===== src/rtl/reg_write_ctrl.sv =====
// -----------------------------------------------------------------------------
// reg_write_ctrl
//   Write-port controller for the ALU register file. Accepts a burst command
//   (start address + beat count) from the control sequencer, then turns each
//   accepted data beat into a registered one-hot write strobe plus write data.
//   The address auto-increments and wraps from DEPTH-1 to 0.
//
// Optional feature (macro RWC_LOCK_EN):
//   Adds the per-register `lock` input. A beat aimed at a locked register is
//   suppressed (no strobe) and pulses err, but still consumes address/count.
//
// Ports:
//   clk        in   system clock, rising edge
//   reset_n    in   asynchronous active-low reset
//   req_valid  in   command valid
//   req_ready  out  command accepted when req_valid & req_ready (IDLE only)
//   req_addr   in   [ADDR_W] burst start register address
//   req_len    in   [LEN_W]  burst beats minus one
//   dat_valid  in   data beat valid (accepted only while dat_ready)
//   dat_ready  out  high while in BURST
//   dat_in     in   [DATA_W] beat data
//   to_reg     out  [DEPTH]  registered one-hot write strobe
//   wr_data    out  [DATA_W] registered write data aligned with to_reg
//   busy       out  high while a burst is open
//   err        out  one-cycle pulse: out-of-range command or suppressed beat
//   lock       in   [DEPTH]  per-register write lock (RWC_LOCK_EN only)
// -----------------------------------------------------------------------------
module reg_write_ctrl #(
  parameter int unsigned DATA_W = 8,
  parameter int unsigned DEPTH  = 8,
  parameter int unsigned ADDR_W = 8,
  parameter int unsigned LEN_W  = 4
) (
  input  logic              clk,
  input  logic              reset_n,
  input  logic              req_valid,
  output logic              req_ready,
  input  logic [ADDR_W-1:0] req_addr,
  input  logic [LEN_W-1:0]  req_len,
  input  logic              dat_valid,
  output logic              dat_ready,
  input  logic [DATA_W-1:0] dat_in,
  output logic [DEPTH-1:0]  to_reg,
  output logic [DATA_W-1:0] wr_data,
  output logic              busy,
`ifdef RWC_LOCK_EN
  output logic              err,
  input  logic [DEPTH-1:0]  lock
`else
  output logic              err
`endif
);

  typedef enum logic [0:0] {
    IDLE  = 1'b0,
    BURST = 1'b1
  } state_e;

  localparam logic [ADDR_W-1:0] LAST_ADDR = ADDR_W'(DEPTH - 1);

  state_e            state_q, state_d;
  logic [ADDR_W-1:0] cur_addr_q, cur_addr_d;
  logic [LEN_W-1:0]  remaining_q, remaining_d;
  logic [DEPTH-1:0]  to_reg_q, to_reg_d;
  logic [DATA_W-1:0] wr_data_q, wr_data_d;
  logic              req_ready_q, req_ready_d;
  logic              dat_ready_q, dat_ready_d;
  logic              busy_q, busy_d;
  logic              err_q, err_d;

  logic [DEPTH-1:0]  onehot;
  logic              addr_in_range;
  logic              beat_blocked;

  // Zero-extend before comparing so DEPTH=256 with ADDR_W=8 works.
  assign addr_in_range = (32'(req_addr) < DEPTH);

  always_comb begin
    onehot = '0;
    for (int unsigned i = 0; i < DEPTH; i++) begin
      if (cur_addr_q == ADDR_W'(i)) begin
        onehot[i] = 1'b1;
      end
    end
  end

`ifdef RWC_LOCK_EN
  assign beat_blocked = |(onehot & lock);
`else
  assign beat_blocked = 1'b0;
`endif

  always_comb begin
    state_d     = state_q;
    cur_addr_d  = cur_addr_q;
    remaining_d = remaining_q;
    to_reg_d    = '0;
    wr_data_d   = wr_data_q;
    err_d       = 1'b0;

    unique case (state_q)
      IDLE: begin
        // req_ready_q gates acceptance so nothing is taken in the first
        // cycle after reset release.
        if (req_valid && req_ready_q) begin
          if (addr_in_range) begin
            cur_addr_d  = req_addr;
            remaining_d = req_len;
            state_d     = BURST;
          end else begin
            err_d = 1'b1;
          end
        end
      end
      BURST: begin
        if (dat_valid) begin
          if (beat_blocked) begin
            err_d = 1'b1;
          end else begin
            to_reg_d  = onehot;
            wr_data_d = dat_in;
          end
          cur_addr_d = (cur_addr_q == LAST_ADDR) ? '0 : cur_addr_q + 1'b1;
          if (remaining_q == '0) begin
            state_d = IDLE;
          end else begin
            remaining_d = remaining_q - 1'b1;
          end
        end
      end
      default: state_d = IDLE;
    endcase

    // Handshake/status flags are registered copies of the next state.
    req_ready_d = (state_d == IDLE);
    dat_ready_d = (state_d == BURST);
    busy_d      = (state_d == BURST);
  end

  always_ff @(posedge clk or negedge reset_n) begin
    if (!reset_n) begin
      state_q     <= IDLE;
      cur_addr_q  <= '0;
      remaining_q <= '0;
      to_reg_q    <= '0;
      wr_data_q   <= '0;
      req_ready_q <= 1'b0;
      dat_ready_q <= 1'b0;
      busy_q      <= 1'b0;
      err_q       <= 1'b0;
    end else begin
      state_q     <= state_d;
      cur_addr_q  <= cur_addr_d;
      remaining_q <= remaining_d;
      to_reg_q    <= to_reg_d;
      wr_data_q   <= wr_data_d;
      req_ready_q <= req_ready_d;
      dat_ready_q <= dat_ready_d;
      busy_q      <= busy_d;
      err_q       <= err_d;
    end
  end

  assign req_ready = req_ready_q;
  assign dat_ready = dat_ready_q;
  assign to_reg    = to_reg_q;
  assign wr_data   = wr_data_q;
  assign busy      = busy_q;
  assign err       = err_q;

endmodule


===== config.mk =====
export PLATFORM = sky130hd
export DESIGN_NAME = reg_write_ctrl
export DESIGN_NICKNAME = d
export VERILOG_FILES = /design/src/rtl/reg_write_ctrl.sv
export SDC_FILE = /design/constraint.sdc
export NUM_CORES = 1
export LEC_CHECK = 0
export ABC_CLOCK_PERIOD_IN_PS = 3300
export BUFFER_PORTS_ARGS = -buffer_cell sky130_fd_sc_hd__clkbuf_2
export CAP_MARGIN = 20
export CORE_MARGIN = 1.5
export CORE_UTILIZATION = 43
export CTS_BUF_LIST = sky130_fd_sc_hd__clkbuf_16
export CTS_CLUSTER_SIZE = 30
export DETAILED_ROUTE_END_ITERATION = 8
export PLACE_DENSITY = 0.68
export RECOVER_POWER = 25
export SLEW_MARGIN = 20
export SYNTH_ARGS = -nofsm -noshare
export SYNTH_HDL_FRONTEND = slang
export SYNTH_SLANG_ARGS = --single-unit

===== constraint.sdc =====
create_clock -name clk -period 3.3 [get_ports clk]
set_clock_uncertainty 0.05 [all_clocks]
set_input_delay 0.165 -clock clk [delete_from_list [all_inputs] [get_ports clk]]
set_output_delay 0.165 -clock clk [all_outputs]
set_load 0.1 [all_outputs]

* Word level (Yosys, flattened, before mapping)
Index checks and enable logic that the tools add are counted.
Widths: inputs -> output; s select.
** Storage, ports and cells
- Register bits after elaboration :: 31
- Input bits :: 24
- Output and inout port bits :: 20
- Word-level logic and storage cells :: 57
** Operators by class
- Add/subtract/negate cells :: 2
- $lt $le $gt $ge :: 1
- Equality and inequality tests :: 11
- Multiplexer cells :: 28
- Bitwise gates (word level) :: 2
- Reductions and logical operators :: 6
** Operators by type and width (number)
- $mux 8 :: 6
- $eq 8x3->1 const B :: 4
- $eq 8x2->1 const B :: 2
- $mux 4 :: 4
- $pmux 8 s2 :: 1
- $mux 1 :: 14
- $add 8x1->8 const B :: 1
- $eq 8x1->1 const B :: 1
- $logic_not 8->1 :: 1
- $lt 8x4->1 const B :: 1
- $ne 2x2->1 const B :: 4
- $pmux 4 s2 :: 1
- $logic_not 4->1 :: 1
- $pmux 1 s2 :: 2
- $reduce_and 4->1 :: 1
- $sub 4x1->4 const B :: 1
- $reduce_and 3->1 :: 1
- $not 1->1 :: 2
- $reduce_and 2->1 :: 1
- $logic_and 1x1->1 :: 1

* Longest topological paths before layout
Gate-level depths: netlist of run 1.
- Depth in word-level cells :: 5
- Gate-level depth with buffers :: 6

* Least setup slack after synthesis of run 1
Ideal clock, no wire load.
- Kind :: reg-to-reg
- From :: register req_ready_q, in the netlist req_ready
- To :: register remaining_q[2]
- Setup time :: 126 ps
- Data arrival time :: 1769 ps
- Data required time :: 3124 ps
- Setup slack :: 1355 ps
- Cell stages (with the launch flop) :: 4
- Cells stage by stage :: dfrtp_1 -> and3b_1 -> a31oi_4 -> a221o_1
** On the way
- Longest elaborated chain between the ends :: 3
** Ends and longest elaborated chain
- start, declared :: line 66 : logic req_ready_q, req_ready_d;
- start signal, assigned :: line 157 : req_ready_q <= req_ready_d;
- $logic_and 1x1->1 :: line 105 : if (req_valid && req_ready_q) begin
- $ne 2x2->1 (no source line)
- $reduce_and 4->1 (no source line)
- end signal, assigned :: line 154 : remaining_q <= remaining_d;
- end, declared :: line 63 : logic [LEN_W-1:0] remaining_q, remaining_d;
Every way passes these cells.
A chain may end at the register's enable or synchronous reset.

==> impl_metrics.csv, run 1 <==
group,metric,value,unit
run_status,status,"complete, but fails checks",
run_status,violations,"max-capacitance violations, max-slew violations",
cts,numCtsBuffers,5,
sta,slew_violations,32,
synthesis,yosys.area_share.simple,0.2603,
pwr,p_int,0.0009983,W
cts,clock_latency,0.27,ns
global_routing,antenna_found_initial,0,
sta,setup_viol,0,
placement,place_inst,243,
synthesis,synthTopCellsByArea,"dfrtp_1 50%, nand2_1 8.7%, ha_1 4.9%",
pwr,p_clk_frac,0.195,
pwr,pwr-share-comb,0.514,
route,vias,1304,
route,routed_wirelength,3.290,mm
pwr,p_seq_frac,0.291,
synthesis,yosys.area.top_type_share,0.5012,
setup_path,crit_family,"buffers and inverters",
synthesis,syn-num-nets,190,
pwr,leakage,1.006,nW
setup_path,crit_required,3.33,ns
floorplan,chipWidth,63.00,µm
cts,clkTransAtPathRegs,0.05,ns
cts,postCtsHoldBufs,1,
setup_path,critPathLaunchType,"input port",
floorplan,coreArea,3390,µm²
pwr,p_per_area,1080,nW/µm²
sta,grt_setup_unrepaired,"false",
synthesis,synth_edf_count,0,
floorplan,io_pins,44,
floorplan,num_rows,21,
sta,max_freq,541.2,MHz
setup_path,worstSetupEndpointType,"async pin",
synthesis,synth.area.mux_share,0.02668,
floorplan,die_h,63.00,µm
setup_path,worst-setup-path-type,"in -> async",
setup_path,cpPeakStageDelay,1.18,ns
global_routing,overflow,0,
synthesis,synth_ff_type,"dfrtp_1",
cts,cts_resized,0,
cts,cts_sinks,31,
synthesis,synthXorXnorAreaFrac,0,
synthesis,ys_ff_latch,31,
global_routing,grt_max_degree,32,
route,firstDrtPassIters,4,
floorplan,start_util,0.4566,
layout,syn_to_final_growth,24.82,%
route,drt_iter0_markers,39,
layout,instances_no_fill,250,
synthesis,synthMostInstantiatedCell,"nand2_1",
setup_path,slowest_stage,"clkbuf_1",
sta,fin_crit_sh,0.5599,
cts,post_cts_buffers,0,
cts,cts_tree,"done",
layout,num_antenna_cells,0,
setup_path,path_buf_inv,2,
floorplan,design.die.area,3968,µm²
worst_hold_path,holdCritPathClass,"in -> reg",
synthesis,synth_area,1548,µm²
run,maxCapViolations,1,
route,via_per_inst,5.216,
synthesis,ys_warn_count,0,
cts,clk_path_buf_depth,2,
synthesis,seq_area_frac_synth,0.5012,
global_routing,grt.total_usage,0.1793,
layout,nets,235,
cts,cts_root_buf,"clkbuf_16",
placement,io_buffers,43,
global_routing,grt_pass1_vias,1224,
route,wl_per_cell,13.16,µm
pwr,p_switching,0.001088,W
pwr,swShare,0.5215,
layout,final_layout_size_suffix_gt1_frac,0.2696,
synthesis,async_flop_share,1.000,
cts,cts.htree.levels,2,
synthesis,synth.distinct_cells,36,
synthesis,synth_fa_ha_area_frac,0.04850,
route,drcViolationCount,0,
route,ant_nets,0,
placement,hpwl,2.369,mm
pwr,vdd.ir_drop.worst,0.5811,mV
sta,setup_ws,1.452,ns
sta,period_needed,1.848,ns
sta,final.setup.tns,0,ns
sta,finalHoldViolations,0,
sta,worst_slew_pin_slew,1.632,ns
synthesis,synth_top_family_by_area,"simple AND/OR/NAND/NOR gates",
synthesis,synth_commonest_cells,"36 x nand2_1, 31 x dfrtp_1, 8 x and3_1",
sta,max_slew_margin,-0.08801,
synthesis,netlist_instances,160,
setup_path,arrival,1.87,ns
placement,place_worst_setup_slack,1.657,ns
setup_path,path_cells,"dlygate4sd3_1 > clkbuf_1",
layout,post-route-util,0.5700,
synthesis,synth.avg_cell_area,9.673,µm²
synthesis,synth_top_area_cell,"dfrtp_1",
global_routing,grt_pass1_wl,5.589,mm
placement,place_congestion,0.8325,
setup_path,path_max_fanout,31,
synthesis,synth_compound_area_frac,0.1269,
## path summary, 6_finish.rpt
path / end / slack (ns) / cells after the start / startpoint
setup / recovery: remaining_q[0] / 1.45 / 2 / reset_n
hold / removal: wr_data[2] / 0.04 / 3 / dat_in[2]
setup reg to reg: remaining_q[0] / 1.60 / 5 / busy
hold reg to reg: wr_data[4] / 0.42 / 2 / wr_data[4]
max in group clk: remaining_q[0] / 1.60 / 5 / busy
min in group asynchronous: req_ready / 0.80 / 2 / reset_n
## final cells by class
cell class	instances	area (µm²)
clock inverters	1	3.754
inverters	6	22.52
fillers	316	1458
flip-flops and latches	31	775.7
well taps	46	57.56
multi-input cells	116	715.7
clock buffers	5	125.1
repair buffers	45	231.5
## layer usage
metal	wire length [µm]	share of wire	global-route usage
met3	181	0.055	0.05586
met4	32	0.0097	0.05833
met2	1668	0.51	0.2912
met1	1407	0.43	0.2267
met5	0	0	0
## per-stage QoR
stage,total power [W],area [µm²],hold WS [ns]
after floorplan,0.001487,1548,-0.1806
after global placement,0.001663,1794,0.2199
after detailed placement,0.001680,1794,0.2253
after CTS,0.002098,1933,0.03200
after global routing,0.002211,1932,0.03866
final,0.002086,1932,0.03563
## power by group through the flow
stage          clock network, W  logic (W)  registers [W]
4_1_cts                0.000415    0.00108       0.000606
5_1_grt                0.000440    0.00114       0.000627
2_1_floorplan                 0   0.000404        0.00108
6_report               0.000407    0.00107       0.000608
3_3_place_gp                  0    0.00106       0.000607
3_5_place_dp                  0    0.00107       0.000611
## logic make-up after synthesis
| group | Yosys count |
|---|---|
| AO/OA/AOI/OAI | 28 |
| adder cells (fa/ha/maj) | 6 |
| buffers and inverters | 13 |
| flip-flops | 31 |
| multiplexers | 4 |
| AND/OR/NAND/NOR | 78 |
## placed cells by master (no fill, tap or decap)
cell | netlist | final
ha_1 | 6 | 6
o22ai_1 | 1 | 1
nor3_1 | 3 | 3
nor3b_1 | 1 | 1
and2_2 | 1 | 1
inv_1 | 6 | 7
nor2b_1 | 2 | 2
a21o_1 | 1 | 1
a31oi_1 | 2 | 2
and2_1 | 7 | 7
nand2_1 | 36 | 36
and3_1 | 8 | 8
nand2b_1 | 1 | 1
nor2_1 | 4 | 4
nand3_1 | 6 | 6
a21oi_1 | 7 | 7
clkbuf_2 | 0 | 42
a311oi_1 | 2 | 2
and2b_1 | 1 | 1
clkbuf_1 | 3 | 1
o31ai_1 | 2 | 2
a31oi_4 | 1 | 1
dlygate4sd3_1 | 0 | 1
clkbuf_16 | 0 | 5
o21ai_1 | 1 | 1
nand4_1 | 4 | 4
a221o_1 | 1 | 1
o221a_2 | 2 | 2
mux2_2 | 1 | 1
o21ai_0 | 7 | 7
o221ai_1 | 1 | 1
nand3b_1 | 1 | 1
nand3_2 | 1 | 1
nor4_4 | 1 | 1
dfrtp_1 | 31 | 31
buf_4 | 1 | 1
mux2i_1 | 3 | 3
and3b_1 | 1 | 1
Power figures use the tool's default switching activity.
==> run 2: changes to the inputs <==
Settings changed: ABC_AREA set to 1, ABC_CLOCK_PERIOD_IN_PS 3300 to 1700, PLACE_DENSITY 0.68 to 0.67.
Clock period 3.3 ns to 1.7 ns, I/O delays scaled along.
==> impl_metrics.csv, run 2 <==
group,metric,value,unit
cts,cts_tree,"done",
cts,clk_path_buf_depth,2,
synthesis,synth_ff_type,"dfrtp_1",
cts,cts_resized,0,
cts,clkTransAtPathRegs,0.05,ns
route,routed_wirelength,3.251,mm
global_routing,overflow,0,
layout,num_antenna_cells,0,
setup_path,worstSetupEndpointType,"output pin",
cts,cts_sinks,31,
global_routing,grt.total_usage,0.1847,
sta,setup_ws,0.2197,ns
floorplan,start_util,0.4488,
setup_path,crit_end,"dat_ready",
cts,numCtsBuffers,5,
setup_path,reg2reg_to,"cur_addr_q[6]",
pwr,p_switching,0.001307,W
floorplan,io_pins,44,
setup_path,critPathLaunchType,"register",
setup_path,cpPeakStageDelay,0.55,ns
global_routing,grt_pass1_wl,5.975,mm
pwr,total_power,0.003036,W
pwr,p_seq_frac,0.348,
pwr,leakage,1.213,nW
setup_path,path_cells,"clkbuf_2",
setup_path,r2r_cells,8,
cts,post_cts_buffers,0,
placement,io_buffers,43,
floorplan,num_rows,22,
pwr,p_clk_frac,0.268,
sta,slew_violations,0,
synthesis,synthTopCellsByArea,"dfrtp_1 47%, nand2_1 19%, nor2_1 6.6%",
pwr,swShare,0.4306,
setup_path,crit_family,"flip-flops",
sta,finalHoldViolations,0,
layout,final_layout_size_suffix_gt1_frac,0.2355,
layout,nets,305,
synthesis,syn-num-nets,249,
pwr,vdd.ir_drop.worst,0.5868,mV
synthesis,synth.distinct_cells,21,
sta,grt_setup_unrepaired,"false",
setup_path,r2r_slack,0.30,ns
sta,worst_slew_pin_slew,0.7464,ns
floorplan,design.die.area,4231,µm²
route,vias,1447,
setup_path,arrival,1.35,ns
route,drt_iter0_markers,43,
setup_path,path_max_fanout,14,
global_routing,grt_max_degree,32,
cts,cts.htree.levels,2,
synthesis,netlist_instances,219,
cts,clock_latency,0.27,ns
sta,final.setup.tns,0,ns
synthesis,synth_area,1655,µm²
cts,cts_root_buf,"clkbuf_16",
global_routing,antenna_found_initial,0,
pwr,p_per_area,1431,nW/µm²
route,firstDrtPassIters,4,
synthesis,synth.avg_cell_area,7.559,µm²
worst_hold_path,worstHoldPathCells,3,
synthesis,async_flop_share,1.000,
layout,final_cell_mix,"85 x nand2_1, 44 x clkbuf_2, 29 x nor2_1, 29 x dfrtp_1, 27 x inv_1",
route,wl_per_cell,10.03,µm
pwr,p_int,0.001729,W
route,via_per_inst,4.466,
synthesis,ys_ff_latch,31,
setup_path,worst-setup-path-type,"reg -> out",
sta,max_freq,675.5,MHz
layout,final_common_cell,"nand2_1",
layout,post-route-util,0.5753,
setup_path,cp.depth,1,
global_routing,grt_pass1_vias,1371,
run,maxCapViolations,0,
sta,setup_viol,0,
synthesis,seq_area_frac_synth,0.4686,
placement,place_congestion,0.8322,
cts,postCtsHoldBufs,8,
layout,syn_to_final_growth,28.19,%
setup_path,crit_path_start,"busy",
synthesis,synth_top_area_cell,"dfrtp_1",
setup_path,path_buf_inv,1,
setup_path,slowest_stage,"dfrtp_2",
sta,max_slew_margin,0.5024,
setup_path,r2r-start,"cur_addr_q[0]",
worst_hold_path,holdCritPathClass,"in -> reg",
floorplan,die_h,65.05,µm
floorplan,coreArea,3689,µm²
synthesis,synth_edf_count,0,
route,ant_nets,0,
placement,place_worst_setup_slack,0.2980,ns
synthesis,synth_commonest_cells,"85 x nand2_1, 31 x dfrtp_1, 29 x nor2_1, 26 x inv_1, 16 x nand3_1",
route,drcViolationCount,0,
synthesis,yosys.area.top_type_share,0.4686,
floorplan,chipWidth,65.05,µm
synthesis,ys_warn_count,0,
pwr,pwr-share-comb,0.385,
setup_path,crit_required,1.56,ns
sta,period_needed,1.480,ns
placement,hpwl,2.297,mm
synthesis,synthMostInstantiatedCell,"nand2_1",
run_status,status,"complete, no violations",
sta,fin_crit_sh,0.8708,
run 2: worst min path at each step:
stage,start,endpoint,slack [ns]
after global routing,dat_in[3],wr_data[3],0.03
after CTS,dat_in[3],wr_data[3],0.006
after global placement,reset_n,to_reg[4],0.07
final,dat_in[3],wr_data[3],0.005
after floorplan,reset_n,busy,-0.26
after detailed placement,reset_n,to_reg[5],0.07
run 2: per-layer routing:
layer	routed length [µm]	track usage
met5	0	0
met4	65	0.08333
met3	155	0.04861
met2	1430	0.2925
met1	1599	0.2371
run 2: area by class of cell:
class	count	area [µm²]
timing repair buffer	53	307.8
multi-input combinational	154	718.2
clock buffer	5	125.1
sequential	31	778.2
inverter	30	120.1
clock inverter	3	12.51
fill	364	1567
tap	48	60.06
run 2: stage by stage:
stage          hold slack, ns  area (µm²)  instances
2_1_floorplan         -0.2606        1658        219
3_3_place_gp          0.07411        1907        308
3_5_place_dp          0.07275        1907        308
4_1_cts              0.006129        2125        324
5_1_grt               0.02981        2122        324
6_report             0.005301        2122        324
run 2: power by group through the flow:
stage               sequential (W)  clock, W  combinational, W
floorplan                  0.00148         0          0.000520
detailed placement         0.00107         0           0.00116
global placement           0.00106         0           0.00115
finish                     0.00106  0.000813           0.00117
global route               0.00109  0.000883           0.00132
CTS                        0.00106  0.000836           0.00118
run 2: worst register-to-register path, delay by kind of cell (launching register included):
kind / cells / cell delay [ns]
fa+ha+maj: 1 / 0.23
simple gates: 5 / 0.40
flops: 1 / 0.46
buf+inv: 2 / 0.16
run 2: logic make-up (layout without fill, tap and decap cells):
family	count (synthesis)	in the layout	share of synthesized area
AOI/OAI and AO/OA	7	7	0.02268
and+or+nand+nor	141	141	0.3658
DFF	31	31	0.4686
adders and majority gates	6	6	0.04535
buffers and inverters	34	91	0.09751
